`src/rtl/shifter_pkg.sv`:
```
// shifter_pkg: shared types and constants for the normalizer
package shifter_pkg;
  typedef enum logic [1:0] {IDLE, SHIFT, DONE} norm_state_t;
  localparam int NIBBLE = 4;
endpackage

```
`src/rtl/normalizer_step.sv`:
```
// normalizer_step: one combinational normalization step (nibble skip under NORMALIZER_NIBBLE_SKIP_EN)
module normalizer_step
  import shifter_pkg::*;
#(
  parameter int BitWidth = 8,
  localparam int ShiftWidth = $clog2(BitWidth)
) (
  input  logic [BitWidth-1:0]   work,
  input  logic [ShiftWidth-1:0] count,
  output logic [BitWidth-1:0]   work_next,
  output logic [ShiftWidth-1:0] count_next,
  output logic                  done,
  output logic                  is_zero
);
  logic skip;
  always_comb begin
    is_zero = work == '0;
    done = is_zero || work[BitWidth-1];
`ifdef NORMALIZER_NIBBLE_SKIP_EN
    skip = !is_zero && work[BitWidth-1 -: NIBBLE] == '0;
`else
    skip = 1'b0;
`endif
    work_next = skip ? work << NIBBLE : work << 1;
    count_next = count + (skip ? ShiftWidth'(NIBBLE) : ShiftWidth'(1));
  end
endmodule

```
`src/rtl/normalizer_seq.sv`:
```
// normalizer_seq: multi-cycle left normalizer with valid/ready handshake
// Optional NORMALIZER_NIBBLE_SKIP_EN enables 4-bit steps inside normalizer_step.
module normalizer_seq
  import shifter_pkg::*;
#(
  parameter int BitWidth = 8,
  localparam int ShiftWidth = $clog2(BitWidth)
) (
  input  logic                  Clk,
  input  logic                  Reset,
  input  logic                  InValid,
  output logic                  InReady,
  input  logic [BitWidth-1:0]   dIN,
  output logic                  OutValid,
  input  logic                  OutReady,
  output logic [BitWidth-1:0]   dOUT,
  output logic [ShiftWidth-1:0] ShAmount,
  output logic                  Zero
);
  norm_state_t state, next_state;
  logic [BitWidth-1:0] work, work_next;
  logic [ShiftWidth-1:0] count, count_next;
  logic done, is_zero;
  normalizer_step #(.BitWidth(BitWidth)) step (
    .work(work),
    .count(count),
    .work_next(work_next),
    .count_next(count_next),
    .done(done),
    .is_zero(is_zero)
  );
  assign InReady = state == IDLE && !Reset;
  always_ff @(posedge Clk)
    if (Reset) state <= IDLE;
    else state <= next_state;
  always_comb begin
    next_state = state;
    next_state = state == IDLE  ? (InValid ? SHIFT : IDLE) :
                 state == SHIFT ? (done ? DONE : SHIFT) :
                                  (OutReady ? IDLE : DONE);
  end
  // Result registers load only on the SHIFT->DONE edge, so they hold through DONE.
  always_ff @(posedge Clk)
    if (Reset) begin
      work <= '0;
      count <= '0;
      dOUT <= '0;
      ShAmount <= '0;
      Zero <= 1'b0;
      OutValid <= 1'b0;
    end else begin
      if (state == IDLE && InValid) begin
        work <= dIN;
        count <= '0;
      end else if (state == SHIFT && !done) begin
        work <= work_next;
        count <= count_next;
      end
      if (state == SHIFT && done) begin
        dOUT <= work;
        ShAmount <= is_zero ? '0 : count;
        Zero <= is_zero;
      end
      OutValid <= next_state == DONE;
    end
endmodule

```
`config.mk`:
```
export PLATFORM = sky130hd
export DESIGN_NAME = normalizer_seq
export DESIGN_NICKNAME = d
export VERILOG_FILES = /design/src/rtl/shifter_pkg.sv /design/src/rtl/normalizer_step.sv /design/src/rtl/normalizer_seq.sv
export SDC_FILE = /design/constraint.sdc
export NUM_CORES = 1
export LEC_CHECK = 0
export ABC_AREA = 1
export BUFFER_PORTS_ARGS = -buffer_cell sky130_fd_sc_hd__buf_2
export CORE_ASPECT_RATIO = 0.6
export CORE_UTILIZATION = 40
export CTS_CLUSTER_DIAMETER = 200
export DETAILED_ROUTE_END_ITERATION = 10
export PLACE_DENSITY = 0.68
export SYNTH_ARGS = -nofsm -noshare
export SYNTH_HDL_FRONTEND = slang
export SYNTH_SLANG_ARGS = --single-unit
```
`constraint.sdc`:
```
create_clock -name Clk -period 1.2 [get_ports Clk]
set_input_delay 0.06 -clock Clk [delete_from_list [all_inputs] [get_ports Clk]]
set_output_delay 0.06 -clock Clk [all_outputs]
set_load 0.01 [all_outputs]
```
==> results of run 1 <==
[worst register-to-register path: cells and delay by family (launching register included)]
kind | cells | cell delay, ns
buffers and inverters | 1 | 0.18
and+or+nand+nor | 3 | 0.30
DFF | 1 | 0.35
AOI/OAI and AO/OA | 2 | 0.36
[layout make-up]
cell class	instances	area, um2
clock buffer	3	41.29
clock inverter	1	30.03
fill	230	898.4
inverter	8	33.78
multi-input combinational	110	675.6
sequential	26	529.3
tap	32	40.04
timing repair buffer	43	291.5
[power by group]
part	leakage, nW	switching [W]	internal, W	total (W)
sequential	0.214	0.0000428	0.000923	0.000966
clock	0.0357	0.000299	0.000447	0.000746
combinational	0.485	0.000412	0.000291	0.000704
[cell families (layout without fill, tap and decap cells)]
| kind of cell | after synthesis | in the layout |
|---|---|---|
| flip-flops | 26 | 26 |
| AND/OR/NAND/NOR | 82 | 82 |
| AO/OA/AOI/OAI | 24 | 24 |
| multiplexers | 1 | 1 |
| XOR/XNOR | 2 | 2 |
| adder cells (fa/ha/maj) | 1 | 1 |
| buffers and inverters | 14 | 55 |
[cells in the final DEF (no fill, tap or decap), types with 4 or more instances in the layout]
master,n
nand2_2,5
buf_4,13
nand2_1,37
a21oi_2,10
nand3_2,12
nand2_4,4
dfxtp_2,7
nor2_4,4
nand3_1,6
dfxtp_1,19
a21oi_1,11
nor2_1,12
inv_1,4
buf_2,25
[final timing paths]
| check | endpoint |
|---|---|
| hold / removal | work[0] |
| setup / recovery | work[5] |
| hold reg to reg | Zero |
| setup reg to reg | work[5] |
[through the flow]
stage / utilization / cells / hold WS [ns]
after global routing: 0.6463 / 223 / 0.03180
after detailed placement: 0.5320 / 217 / 0.3274
after floorplan: - / 150 / 0.1667
final: 0.6463 / 223 / 0.04597
after CTS: 0.5768 / 223 / 0.02266
after global placement: 0.5320 / 217 / 0.3201
[per-layer routing]
metal	global-route usage	wire length [um]	up-vias
met5	0	0	-
met4	0.04898	38	0
met3	0.07212	298	4
met2	0.3126	1512	49
met1	0.2679	1349	546
li1	-	-	569
[flip-flops by register name (all words and copies together), names as in the netlist]
| signal | count |
|---|---|
| dOUT | 8 |
| ShAmount | 3 |
| count | 3 |
| OutValid | 1 |
| work | 8 |
| state | 2 |
| Zero | 1 |
[what timing repair did]
action | in CTS | in global routing
hold buffers | 0 | 0
pin swaps | 7 | 16
resized for setup | 11 | 47
setup endpoints to repair | 23 | 25
setup buffers | 2 | 1
==> results_dict.tcl, run 1 <==
set metrics [dict create \
    outcome "complete, but fails checks" \
    failed_checks "negative setup slack" \
    synth_top_family_by_area "simple AND/OR/NAND/NOR gates" \
    syn_nets 163 \
    min_path_type "input pin to flop" \
    rsz0062_at_grt "true" \
    p_leak_nw 0.7349 \
    p_per_area_nw_per_um2 1472 \
    drc 0 \
    yosysTopAreaCell "dfxtp_1" \
    antenna_left 0 \
    antenna_cells 0 \
    maxSlewHeadroom 0.8037 \
    antenna_found_initial 0 \
    drive_gt1_frac 0.4974 \
    finalSetupTns_ns -0.2517 \
    fin_crit_ns 1.247 \
    numCtsBuffers 3 \
    grt_max_degree 17 \
    wl_mm 3.198 \
    timing.final.crit_share 1.039 \
    synth.avg_cell_area_um2 7.282 \
    dr.pass1.iters 4 \
    design_area_um2 1642 \
    synth_edf_count 0 \
    yosysTopAreaCellShare 0.4765 \
    grt_pass1_vias 1001 \
    synth_cell_types 20 \
    coreArea_um2 2540 \
    gp_congestion 0.8244 \
    row_count 14 \
    fin_skew_ns 0.005755 \
    setup_violations 16 \
    h-tree-depth 1 \
    num_io_pins 26 \
    syn_inst 150 \
    ys_seq_area_frac 0.4765 \
    hold_violations 0 \
    setup.worst_path.start "work[3]" \
    yosysWarnings 0 \
    reg2reg_from "work[3]" \
    cts.root.buffer_cell "clkbuf_8" \
    synth_compound_area_frac 0.1134 \
    crit_buf_inv 1 \
    path_cells "nor2_4 > nand2_4 > o21ai_4 > buf_6 > nand3_2 > a21oi_2" \
    gr-total-overflow 0 \
    cpMaxStageDelayCell "dfxtp_2" \
    finalPower_w 0.002416 \
    max_freq_ghz 0.8018 \
    cap_violations 0 \
    hpwlAfterDp_mm 2.090 \
    vias_per_cell 5.238 \
    vdd_ir_drop_max_mv 1.092 \
    crit_path_start_kind "flop" \
    yosys.cell_count.top_type "nand2_1" \
    clockBufferDepth 2 \
    rrSetupSlack_ns -0.05 \
    nets 205 \
    initial_core_util 0.4300 \
    clock_latency_ns 0.28 \
    synthTopCellsByCount "nand2_1 (44), dfxtp_1 (26), a21oi_1 (21), nand3_1 (18), nor2_1 (16)" \
    required_ns 1.41 \
    synth-async-reset-ratio 0 \
    drt_iter0_markers 79 \
    r2r_cells 6 \
    place_area_um2 1351 \
    crit_family "compound AO/OA/AOI/OAI gates" \
    vias 1168 \
    die_width_um 69.46 \
    dieArea_um2 2950 \
    fin_ws_ns -0.04714 \
    clock-sinks 26 \
    place_ws_ns -0.09721 \
    max_stage_delay_ns 0.35 \
    synth_area_um2 1092 \
    synth-simple-area-share 0.3104 \
    wire_per_inst_um 14.34 \
    cts_tree "done" \
    synth-xor-area-share 0.01604 \
    clk_pin_slew_ns 0.10 \
    endpoint_kind "flop" \
    grt_usage 0.2014 \
    synth.ff_latch_count 26 \
    die_y_um 42.48 \
    worstMarginPinSlew_ns 0.2944 \
    timing.critical_path.arrival_ns 1.46 \
    drv_slew 0 \
    crit_cells 6 \
    worstPathMaxFanout 8 \
    synth_area_leaders "dfxtp_1 (48%), nand2_1 (15%), a21oi_1 (9.6%)" \
    grt_pass1_wl_mm 4.512 \
    path_class "flop to flop" \
    min_from "dIN[0]" \
    area_growth_pct 50.29 \
    synthAdderAreaFrac 0.01145 \
    holdPathStages 3 \
    synth_flop_cell "dfxtp_1" \
    portBuffers 25 \
    muxShareOfSynthArea 0.009164 \
]
Note: power is estimated with default switching activity, not from simulation.
==> run 2, diff against run 1 <==
--- a/config.mk
+++ b/config.mk
@@ -8,10 +8,11 @@
 export ABC_AREA = 1
 export BUFFER_PORTS_ARGS = -buffer_cell sky130_fd_sc_hd__buf_2
 export CORE_ASPECT_RATIO = 0.6
-export CORE_UTILIZATION = 40
+export CORE_UTILIZATION = 46
 export CTS_CLUSTER_DIAMETER = 200
+export CTS_CLUSTER_SIZE = 28
 export DETAILED_ROUTE_END_ITERATION = 10
-export PLACE_DENSITY = 0.68
+export PLACE_DENSITY = 0.76
 export SYNTH_ARGS = -nofsm -noshare
 export SYNTH_HDL_FRONTEND = slang
 export SYNTH_SLANG_ARGS = --single-unit
==> run 2 against run 1 <==
Compared with the run above: the run still ends with negative setup slack left; cell count down 1.3%; fmax down 0.64%; power down 4.7%; largest cell class unchanged; via count down 4.1%; wire length down 12%; clock-buffer cell count unchanged; largest power group unchanged; non-clock buffer count down 1; global-route usage up 0.33 points; sequential share of layout area up 1.6 points; clock skew up 0.0023 ns.
==> results_dict.tcl, run 2 (synthesis results as in run 1) <==
set metrics [dict create \
    gr-total-overflow 0 \
    fin_skew_ns 0.008086 \
    p_clk_frac 0.317 \
    grt_pass1_wl_mm 3.739 \
    cpMaxStageDelayCell "dfxtp_1" \
    grt_max_degree 24 \
    p_int_w 0.001618 \
    endpoint_kind "flop" \
    min_path_type "input pin to flop" \
    hpwlAfterDp_mm 1.909 \
    antenna_found_initial 0 \
    design_area_um2 1548 \
    die_width_um 64.91 \
    cap_violations 0 \
    crit_buf_inv 1 \
    finalPower_w 0.002302 \
    hold_violations 0 \
    h-tree-depth 1 \
    p_seq_frac 0.415 \
    fillers 190 \
    maxSlewHeadroom 0.7094 \
    failed_checks "negative setup slack" \
    antenna_cells 0 \
    wl_mm 2.821 \
    cts_tree "done" \
    power_switching_w 0.0006845 \
    setup_violations 15 \
    drc 0 \
    path_class "flop to flop" \
    antenna_left 0 \
    num_io_pins 26 \
    clockBufferDepth 2 \
    row_count 13 \
    gp_congestion 0.8587 \
    place_area_um2 1329 \
    path_cells "nor2_1 > nand2_2 > o21ai_4 > buf_6 > nand3_1 > a21oi_1" \
    clock_latency_ns 0.27 \
    ctsHoldBuffers 0 \
    timing.final.crit_share 1.046 \
    place_ws_ns -0.04861 \
    finalSetupTns_ns -0.3974 \
    final_util 0.7048 \
    cts.root.buffer_cell "clkbuf_8" \
    p_per_area_nw_per_um2 1488 \
    fin_crit_ns 1.255 \
    outcome "complete, but fails checks" \
    wire_per_inst_um 12.82 \
    worstPathMaxFanout 8 \
    multi_input_area_um2 606.8 \
    seq_area_um2 524.3 \
    layout_commonest_cell "nand2_1" \
    p_leak_nw 0.7199 \
    top_regs "dOUT (8), work (8)" \
    nets 204 \
    max_freq_ghz 0.7967 \
    numCtsBuffers 3 \
    rsz0062_at_grt "true" \
    area_growth_pct 41.69 \
    grt_pass1_vias 846 \
    vias_per_cell 5.091 \
    swShare 0.2973 \
    portBuffers 25 \
    clock-sinks 26 \
    crit_family "compound AO/OA/AOI/OAI gates" \
    timing.critical_path.arrival_ns 1.46 \
    drt_iter0_markers 76 \
    dr.pass1.iters 4 \
    vias 1120 \
    vdd_ir_drop_max_mv 0.7606 \
    crit_path_start_kind "flop" \
    grt_usage 0.2047 \
    die_y_um 39.75 \
    worstMarginPinSlew_ns 0.4359 \
    power_frac_comb 0.268 \
    drive_gt1_frac 0.4000 \
    coreArea_um2 2196 \
    dieArea_um2 2580 \
    initial_core_util 0.4974 \
    drv_slew 0 \
    max_stage_delay_ns 0.33 \
    fin_ws_ns -0.05516 \
    clk_pin_slew_ns 0.09 \
    required_ns 1.40 \
    mostFrequentLayoutCells "nand2_1 (37), buf_2 (25), dfxtp_1 (23)" \
]
run 2: cell types whose count changed in the layout (fill, tap and decap cells not counted), moves of 2 or more:
cell | before | now
a21oi_1 | 11 | 16
a21oi_2 | 10 | 5
buf_4 | 13 | 11
buf_6 | 3 | 6
dfxtp_1 | 19 | 23
dfxtp_2 | 7 | 3
nand3_1 | 6 | 14
nand3_2 | 12 | 4
run 2: worst register-to-register path, stage by stage (launching register included):
cell and delay [ns]:
dfxtp_1 0.33, nor2_1 0.16, nand2_2 0.12, o21ai_4 0.21, buf_6 0.16, nand3_1 0.07
a21oi_1 0.14
run 2: area by class of cell:
type,count,share of cell area
repair buffers,42,0.1779
well taps,30,0.02425
clock buffers,3,0.02668
flip-flops and latches,26,0.3387
clock inverters,1,0.01940
inverters,8,0.02102
multi-input cells,110,0.3921
run 2: power groups by stage:
stage	clock network, W	registers [W]	logic [W]
after floorplan	0	0.000982	0.000273
after global routing	0.000773	0.000962	0.000663
final	0.000729	0.000956	0.000617
after global placement	0	0.000965	0.000441
after detailed placement	0	0.000967	0.000451
after CTS	0.000733	0.000947	0.000467
run 2: final timing paths:
path,start,to,slack (ns),cells past startpoint
setup / recovery,work[2],work[1],-0.06,6
hold / removal,dIN[0],work[0],0.03,3
setup reg to reg,work[2],work[1],-0.06,6
hold reg to reg,Zero,Zero,0.48,2
run 2: timing repair:
item                       in CTS  in global routing
hold endpoints to repair        0                  0
gates resized for setup         4                 36
setup buffers                   0                  1
setup endpoints to repair      13                 23
cloned                          0                  1
pin swaps                       0                 11
run 2: metrics by stage:
stage,hold slack (ns),instances
global route,0.03248,220
finish,0.03340,220
global placement,0.3286,214
detailed placement,0.3172,214
floorplan,0.1667,150
CTS,0.02904,218
run 2: metal layers:
metal  up-vias  GRT usage  part of all wire
li1        563          -                 -
met1       511     0.2668              0.46
met2        42     0.3385              0.45
met3         4    0.07267             0.081
met4         0    0.01667             0.012
met5         -          0                 0
